--- config.mk ---
export PLATFORM = sky130hd
export DESIGN_NAME = addr_mode_seq
export DESIGN_NICKNAME = d
export VERILOG_FILES = /design/src/rtl/addr_mode_seq.sv
export SDC_FILE = /design/constraint.sdc
export NUM_CORES = 1
export LEC_CHECK = 0
export CELL_PAD_IN_SITES_DETAIL_PLACEMENT = 1
export CELL_PAD_IN_SITES_GLOBAL_PLACEMENT = 2
export CORE_MARGIN = 3
export CORE_UTILIZATION = 24
export CTS_CLUSTER_SIZE = 28
export DETAILED_ROUTE_END_ITERATION = 10
export GPL_TIMING_DRIVEN = 0
export PLACE_DENSITY_LB_ADDON = 0.1
export SYNTH_ARGS = -nofsm -noshare
export SYNTH_HDL_FRONTEND = slang
export SYNTH_SLANG_ARGS = --single-unit
--- constraint.sdc ---
create_clock -name clk -period 2.2 [get_ports clk]
set_input_delay 0.33 -clock clk [delete_from_list [all_inputs] [get_ports clk]]
set_output_delay 0.33 -clock clk [all_outputs]
set_load 0.03 [all_outputs]
--- src/rtl/addr_mode_seq.sv ---
// Sequenced addressing-mode unit: decodes MOV/MVI/LDA, fetches the immediate word and the
// memory operand as needed, then issues a single register-file write.
//
// state       | meaning
// ------------+-----------------------------------------------------------
// S_IDLE      | ready for a new instruction
// S_FETCH_IMM | requesting the next instruction word (imm_req)
// S_MEM_REQ   | one-cycle memory read strobe at the captured address
// S_MEM_WAIT  | waiting for mem_rvalid
// S_WB        | register-file write strobe, done
// S_ERR       | one-cycle error pulse with err_code
module addr_mode_seq #(
    parameter int DATA_W   = 16,
    parameter int REG_AW   = 3,
    parameter int MEM_AW   = 16,
    parameter int ACC_ADDR = 0,
    parameter int TIMEOUT  = 16
) (
    input  logic              clk,
    input  logic              rst_n,
    input  logic              start,
    output logic              ready,
    input  logic [3:0]        opcode,
    input  logic [REG_AW-1:0] op1_regaddr,
    input  logic [DATA_W-1:0] op2_data,
    output logic              imm_req,
    input  logic              imm_valid,
    input  logic [DATA_W-1:0] imm_word,
    output logic              mem_rd_en,
    output logic [MEM_AW-1:0] mem_addr,
    input  logic              mem_rvalid,
    input  logic [DATA_W-1:0] mem_rdata,
    input  logic              flush,
    output logic              wb_en,
    output logic [REG_AW-1:0] wb_addr,
    output logic [DATA_W-1:0] wb_data,
    output logic              done,
    output logic              err,
    output logic [1:0]        err_code
);

    localparam logic [3:0] OP_MOV = 4'b1011;
    localparam logic [3:0] OP_MVI = 4'b1100;
    localparam logic [3:0] OP_LDA = 4'b1101;

    localparam bit TO_EN = (TIMEOUT != 0);
    localparam int CNT_W = (TIMEOUT > 1) ? $clog2(TIMEOUT) : 1;
    localparam logic [CNT_W-1:0] CNT_LOAD = (TIMEOUT > 0) ? CNT_W'(TIMEOUT - 1) : '0;

    typedef enum logic [2:0] {
        S_IDLE,
        S_FETCH_IMM,
        S_MEM_REQ,
        S_MEM_WAIT,
        S_WB,
        S_ERR
    } state_t;

    state_t            state_q, state_d;
    logic [CNT_W-1:0]  cnt_q, cnt_d;
    logic [3:0]        op_q, op_d;
    logic [REG_AW-1:0] dst_q, dst_d;
    logic [MEM_AW-1:0] mem_addr_q, mem_addr_d;
    logic [REG_AW-1:0] wb_addr_q, wb_addr_d;
    logic [DATA_W-1:0] wb_data_q, wb_data_d;
    logic [1:0]        err_code_q, err_code_d;

    always_ff @(posedge clk or negedge rst_n) begin
        if (!rst_n) begin
            state_q    <= S_IDLE;
            cnt_q      <= '0;
            op_q       <= '0;
            dst_q      <= '0;
            mem_addr_q <= '0;
            wb_addr_q  <= '0;
            wb_data_q  <= '0;
            err_code_q <= '0;
        end else begin
            state_q    <= state_d;
            cnt_q      <= cnt_d;
            op_q       <= op_d;
            dst_q      <= dst_d;
            mem_addr_q <= mem_addr_d;
            wb_addr_q  <= wb_addr_d;
            wb_data_q  <= wb_data_d;
            err_code_q <= err_code_d;
        end
    end

    // cnt_q counts down from CNT_LOAD; reaching zero without a valid is the timeout
    always_comb begin
        state_d    = state_q;
        cnt_d      = cnt_q;
        op_d       = op_q;
        dst_d      = dst_q;
        mem_addr_d = mem_addr_q;
        wb_addr_d  = wb_addr_q;
        wb_data_d  = wb_data_q;
        err_code_d = err_code_q;

        case (state_q)
            S_IDLE: begin
                if (start) begin
                    op_d  = opcode;
                    dst_d = op1_regaddr;
                    case (opcode)
                        OP_MOV: begin
                            state_d   = S_WB;
                            wb_addr_d = op1_regaddr;
                            wb_data_d = op2_data;
                        end
                        OP_MVI, OP_LDA: begin
                            state_d = S_FETCH_IMM;
                            cnt_d   = CNT_LOAD;
                        end
                        default: begin
                            state_d    = S_ERR;
                            err_code_d = 2'b01;
                        end
                    endcase
                end
            end
            S_FETCH_IMM: begin
                if (imm_valid) begin
                    if (op_q == OP_MVI) begin
                        state_d   = S_WB;
                        wb_addr_d = dst_q;
                        wb_data_d = imm_word;
                    end else begin
                        state_d    = S_MEM_REQ;
                        mem_addr_d = imm_word[MEM_AW-1:0];
                    end
                end else if (TO_EN && (cnt_q == '0)) begin
                    state_d    = S_ERR;
                    err_code_d = 2'b10;
                end else if (cnt_q != '0) begin
                    cnt_d = cnt_q - CNT_W'(1);
                end
            end
            S_MEM_REQ: begin
                state_d = S_MEM_WAIT;
                cnt_d   = CNT_LOAD;
            end
            S_MEM_WAIT: begin
                if (mem_rvalid) begin
                    state_d   = S_WB;
                    wb_addr_d = REG_AW'(ACC_ADDR);
                    wb_data_d = mem_rdata;
                end else if (TO_EN && (cnt_q == '0)) begin
                    state_d    = S_ERR;
                    err_code_d = 2'b11;
                end else if (cnt_q != '0) begin
                    cnt_d = cnt_q - CNT_W'(1);
                end
            end
            S_WB:    state_d = S_IDLE;
            S_ERR:   state_d = S_IDLE;
            default: state_d = S_IDLE;
        endcase

        // flush wins over everything, including a start seen in IDLE
        if (flush) begin
            state_d    = S_IDLE;
            cnt_d      = cnt_q;
            op_d       = op_q;
            dst_d      = dst_q;
            mem_addr_d = mem_addr_q;
            wb_addr_d  = wb_addr_q;
            wb_data_d  = wb_data_q;
            err_code_d = err_code_q;
        end
    end

    assign ready     = (state_q == S_IDLE);
    assign imm_req   = (state_q == S_FETCH_IMM);
    assign mem_rd_en = (state_q == S_MEM_REQ);
    assign wb_en     = (state_q == S_WB);
    assign done      = (state_q == S_WB);
    assign err       = (state_q == S_ERR);
    assign mem_addr  = mem_addr_q;
    assign wb_addr   = wb_addr_q;
    assign wb_data   = wb_data_q;
    assign err_code  = err_code_q;

endmodule

; Word level (Yosys, flattened, before mapping)
; Cells that the tools add are included.
[totals]
reg_bits = 51
word_cells = 78
out_inout_bits = 43
[op_classes]
bitwise_logic = 2
n_eq_ne = 21
muxes = 34
n_addsub = 1
reduce_logical = 12
[ops]
columns = cell, count
row1 = two-way mux 16 bit, 5
row2 = one-hot mux 16 bit (3 select lines), 1
row3 = two-way mux 3 bit, 11
row4 = two-way mux 4 bit, 6
row5 = "== test 4 bit, second input constant", 4
row6 = one-hot mux 4 bit (4 select lines), 1
row7 = two-way mux 2 bit, 6
row8 = "inequality test 2 bit, second input constant", 6
row9 = one-hot mux 3 bit (4 select lines), 1
row10 = "inequality test 2 x 1 -> 1 bit, second input constant", 5
row11 = one-hot mux 3 bit (3 select lines), 1
row12 = AND reduction 8 bit, 1
row13 = nonzero test 4 bit, 2
row14 = AND reduction 7 bit, 1
row15 = "== test 3 x 2 -> 1 bit, second input constant", 2
row16 = "== test 3 bit, second input constant", 2
row17 = one-hot mux 2 bit (3 select lines), 1
row18 = one-hot mux 3 bit (2 select lines), 1
row19 = AND reduction 6 bit, 1
row20 = logical NOT 4 bit, 1
row21 = AND reduction 4 bit, 1
row22 = "subtractor 4 x 1 -> 4 bit, second input constant", 1
row23 = "== test 3 x 1 -> 1 bit, second input constant", 1
row24 = logical NOT 3 bit, 1
row25 = other kinds (6), 7

; Logic depth before layout (Yosys ltp)
[depth]
depth_word = 6
mapped_depth = 7

; Worst setup path before layout
; No wires, ideal clock.
[synth_path]
kind = register -> register
start = register state_q[0]
end = register wb_data_q[10] (netlist: wb_data[10])
arrival_time_ns = 2.566
slack_ns = -0.490
stages_incl_launch_ff = 6
required_ns = 2.075
period_less_slack_ns = 2.690
path_cell_list = dfrtp_1 -> nor3_1 -> nand3b_1 -> o32ai_4 -> buf_4 -> mux2_2
[synth_via]
elab_chain_cells = 3
word_cells_on_any_way = 11
cone_classes = eq/ne (7) / mux (1) / reduce/logical (3)
[synth_lines]
columns = element, line_no
row1 = from (decl), 59  ; state_t state_q, state_d;
row2 = from (signal assigned), 79  ; state_q <= state_d;
row3 = logical NOT 3 bit *, --
row4 = via ready, 22  ; output logic ready,
row5 = inequality test 2 x 1 -> 1 bit (no source line) (tied with other cells), --
row6 = AND reduction 7 bit (no source line), --
row7 = to (signal assigned), 85  ; wb_data_q <= wb_data_d;
row8 = to (decl), 65  ; logic [DATA_W-1:0] wb_data_q, wb_data_d;
; Mark *: on every way through the listed nets, which the timed path passes. The rest lies on a longest branch.
; A chain may end at the register's enable or synchronous reset.

; Worst setup path after layout
[layout_path]
start = register state_q[2]
end = register mem_addr_q[2] (netlist: mem_addr[2])
[layout_via]
elab_chain_cells = 2
[layout_lines]
columns = element, line_no
row1 = == test 3 x 1 -> 1 bit, 101  ; case (state_q)
row2 = AND reduction 4 bit (no source line), --
row3 = to (signal assigned), 83  ; mem_addr_q <= mem_addr_d;
row4 = to (decl), 63  ; logic [MEM_AW-1:0] mem_addr_q, mem_addr_d;
; Every way passes these cells.

==> flow_metrics.env <==
export IMPL_status="complete, no violations"
export IMPL_hpwl_um=6110
export IMPL_place_inst=471
export IMPL_first_global_vias=2360
export IMPL_slew_viol_final=0
export IMPL_cts_root_buffer="clkbuf_8"
export IMPL_arrival_ns=2.31
export IMPL_diodes=0
export IMPL_nFillCells=1192
export IMPL_hold_path_class="input pin to async pin"
export IMPL_grt_overflow=0
export IMPL_ys_seq_area_share_pct=47.9
export IMPL_pin_count=104
export IMPL_cts_tree="yes"
export IMPL_clk_latency_ns=0.31
export IMPL_antenna_found_initial=1
export IMPL_cts_sinks=51
export IMPL_critPathCaptureType="flop"
export IMPL_clock_skew_final_ns=0.0161
export IMPL_start_util_pct=25.3
export IMPL_syn_cell_area_um2=2670
export IMPL_row_count=37
export IMPL_critical_path_class="flop to flop"
export IMPL_die_w_um=111
export IMPL_yosys_top_cells_area="dfrtp_1 (48%), mux2_2 (12%), mux2i_1 (7.9%), mux2_4 (5.6%), o21ai_0 (3.9%)"
export IMPL_p_leak_nw=1.70
export IMPL_finalWirelength_um=8040
export IMPL_finalPower_w=0.00465
export IMPL_place_gp_congestion=0.723
export IMPL_grt_total_usage_pct=13.0
export IMPL_cp_required_ns=2.39
export IMPL_relSlewSlack_pct=45.7
export IMPL_power_density_nw_per_um2=1140
export IMPL_synth_area_leader_cell="dfrtp_1"
export IMPL_drt_initial_drc_count=52
export IMPL_setup_viol=0
export IMPL_rsz0062_at_grt="no"
export IMPL_drcViolationCount=0
export IMPL_ys_ff_latch=51
export IMPL_grt_max_degree=30
export IMPL_cts_path_max_buffers=2
export IMPL_htreeDepth=2
export IMPL_worst_slew_pin_slew_ns=0.815
export IMPL_ys_flop_type="dfrtp_1"
export IMPL_drtAntennaViolNets=0
export IMPL_yosysWarnings=0
export IMPL_synth_edf_count=0
export IMPL_drtPass1Iterations=4
export IMPL_synth_top_cell_area_share_pct=47.9
export IMPL_syn_inst=231
export IMPL_clk_pin_slew_ns=0.10
export IMPL_avgSynthCellArea_um2=11.5
export IMPL_vias_per_cell=4.56
export IMPL_final_cell_count_no_fill=482
export IMPL_async_flop_share_pct=100
export IMPL_core_region_area_um2=10600
export IMPL_min_period_ns=2.13
export IMPL_critPathMaxFanout=10
export IMPL_max_freq_mhz=470
export IMPL_cts_buffers=5
export IMPL_startpoint_type="flop"
export IMPL_area_growth_pct=52.6
export IMPL_syn_nets=293
export IMPL_synth_cell_types=43
export IMPL_min_period_over_period_pct=96.6
export IMPL_wl_per_cell_um=16.7
export IMPL_drive_gt1_share_pct=20.8
export IMPL_dieArea_um2=12400
export IMPL_ctsHoldBuffers=0
export IMPL_max_cap_violations=0
export IMPL_grt_pass1_wl_um=12800
export IMPL_hold_viol_final=0
export IMPL_netlist_top_cells_count="dfrtp_1 (51), mux2_2 (28), mux2i_1 (21), nand2_1 (21), o21ai_0 (21)"
export IMPL_synth_most_common_cell="dfrtp_1"
export IMPL_fin_nets=407
export IMPL_die_y_um=111
export IMPL_vias=2198
export IMPL_io_buffer_count=103
export IMPL_vdd_ir_drop_worst_v=0.000399
## cells by family (layout without fill, tap and decap cells)
group | Yosys count | after routing | share of synthesized area, %
buffers and inverters | 21 | 136 | 4.22
flip-flops | 51 | 51 | 47.9
multiplexers | 59 | 59 | 25.3
AND/OR/NAND/NOR | 57 | 57 | 11.8
AO/OA/AOI/OAI | 42 | 42 | 10.3
adder cells (fa/ha/maj) | 1 | 1 | 0.469
## layout make-up
cell class	instances	area (µm²)	area share (%)
buffer	12	82.6	2.03
clock buffer	6	72.6	1.78
clock inverter	2	60.1	1.48
inverter	7	26.3	0.646
multi-input combinational	159	1300	32.0
sequential	51	1280	31.4
tap	136	170	4.18
timing repair buffer	109	1080	26.5
## sequential cells by signal (all words and copies together), names as in the netlist
register,flops
cnt_q,4
dst_q,3
wb_data,16
wb_addr,3
op_q,4
err_code,2
mem_addr,16
state_q,3
## final timing paths
path | start | endpoint | slack [ns] | cells past startpoint
setup / recovery | state_q[2]$_DFFE_PN0P_ | mem_addr[2]$_DFFE_PN0P_ | 0.07 | 6
hold / removal | rst_n | err_code[1]$_DFFE_PN0P_ | 0.02 | 1
setup reg to reg | state_q[2]$_DFFE_PN0P_ | mem_addr[2]$_DFFE_PN0P_ | 0.07 | 6
hold reg to reg | op_q[3]$_DFFE_PN0P_ | op_q[3]$_DFFE_PN0P_ | 0.50 | 2
max in group asynchronous | rst_n | mem_addr[15]$_DFFE_PN0P_ | 1.61 | 2
min in group clk | op_q[3]$_DFFE_PN0P_ | op_q[3]$_DFFE_PN0P_ | 0.50 | 2
## per-stage QoR
stage / TNS, ns / utilization, % / setup WS, ns / hold slack, ns / area [µm²]
floorplan: 0 / - / 0.0383 / 0.0344 / 2680
global placement: -64.61 / 36.8 / -1.07 / 0.471 / 3880
detailed placement: -9.06 / 36.9 / -0.652 / 0.374 / 3900
CTS: 0 / 38.5 / 0.00346 / 0.0378 / 4060
global route: 0 / 38.5 / 0.0140 / 0.0519 / 4070
finish: 0 / 38.5 / 0.0744 / 0.0226 / 4070
## metal layers
layer / GRT usage [%] / part of all wire (%) / vias up
met1: 16.1 / 44 / 1068
met2: 21.5 / 47 / 64
li1: - / - / 1057
met4: 2.68 / 0.73 / 2
met5: 0 / 0.16 / -
met3: 5.16 / 8.1 / 7
## placed cells by master, fill, tap and decap left out, types with 2 or more instances in the layout
cell type / Yosys / layout
dfrtp_1: 51 / 49
clkbuf_8: 0 / 5
mux2i_1: 21 / 21
dfrtp_2: 0 / 2
nand2_1: 21 / 21
nand3b_1: 3 / 3
clkbuf_2: 0 / 4
clkbuf_1: 7 / 4
dlygate4sd2_1: 0 / 2
nor3_1: 3 / 2
o22ai_1: 2 / 2
and2_1: 3 / 3
mux2_2: 28 / 28
nor3b_1: 6 / 5
o21ai_0: 21 / 21
clkdlybuf4s50_1: 0 / 97
buf_4: 2 / 7
inv_1: 7 / 7
a211oi_1: 2 / 2
nor2_1: 8 / 8
mux2_4: 10 / 10
bufinv_16: 0 / 2
buf_6: 2 / 2
nand2b_1: 2 / 2
a21oi_1: 6 / 6
## worst max-delay path, stage by stage (launching register included)
cell and delay [ns]:
dfrtp_2 0.40, nand2b_1 0.15, buf_6 0.14, or2_4 0.26, or4b_4 0.58, buf_8 0.18, mux2_4 0.30
## where the power goes
group	leakage, nW	switching, W	internal (W)	total, W
Combinational	1.02	0.00119	0.00110	0.00230
Clock	0.0654	0.000329	0.000455	0.000785
Sequential	0.615	0.000231	0.00134	0.00157
Total	1.70	0.00175	0.00289	0.00465
## repair_timing
item / in CTS / in global routing
hold endpoints to repair: 0 / 0
setup buffers: 2 / 3
pin swaps: 1 / 2
gates resized for setup: 15 / 4
endpoints found under the setup margin: 36 / 28
Note: power is estimated with default switching activity, not from simulation.
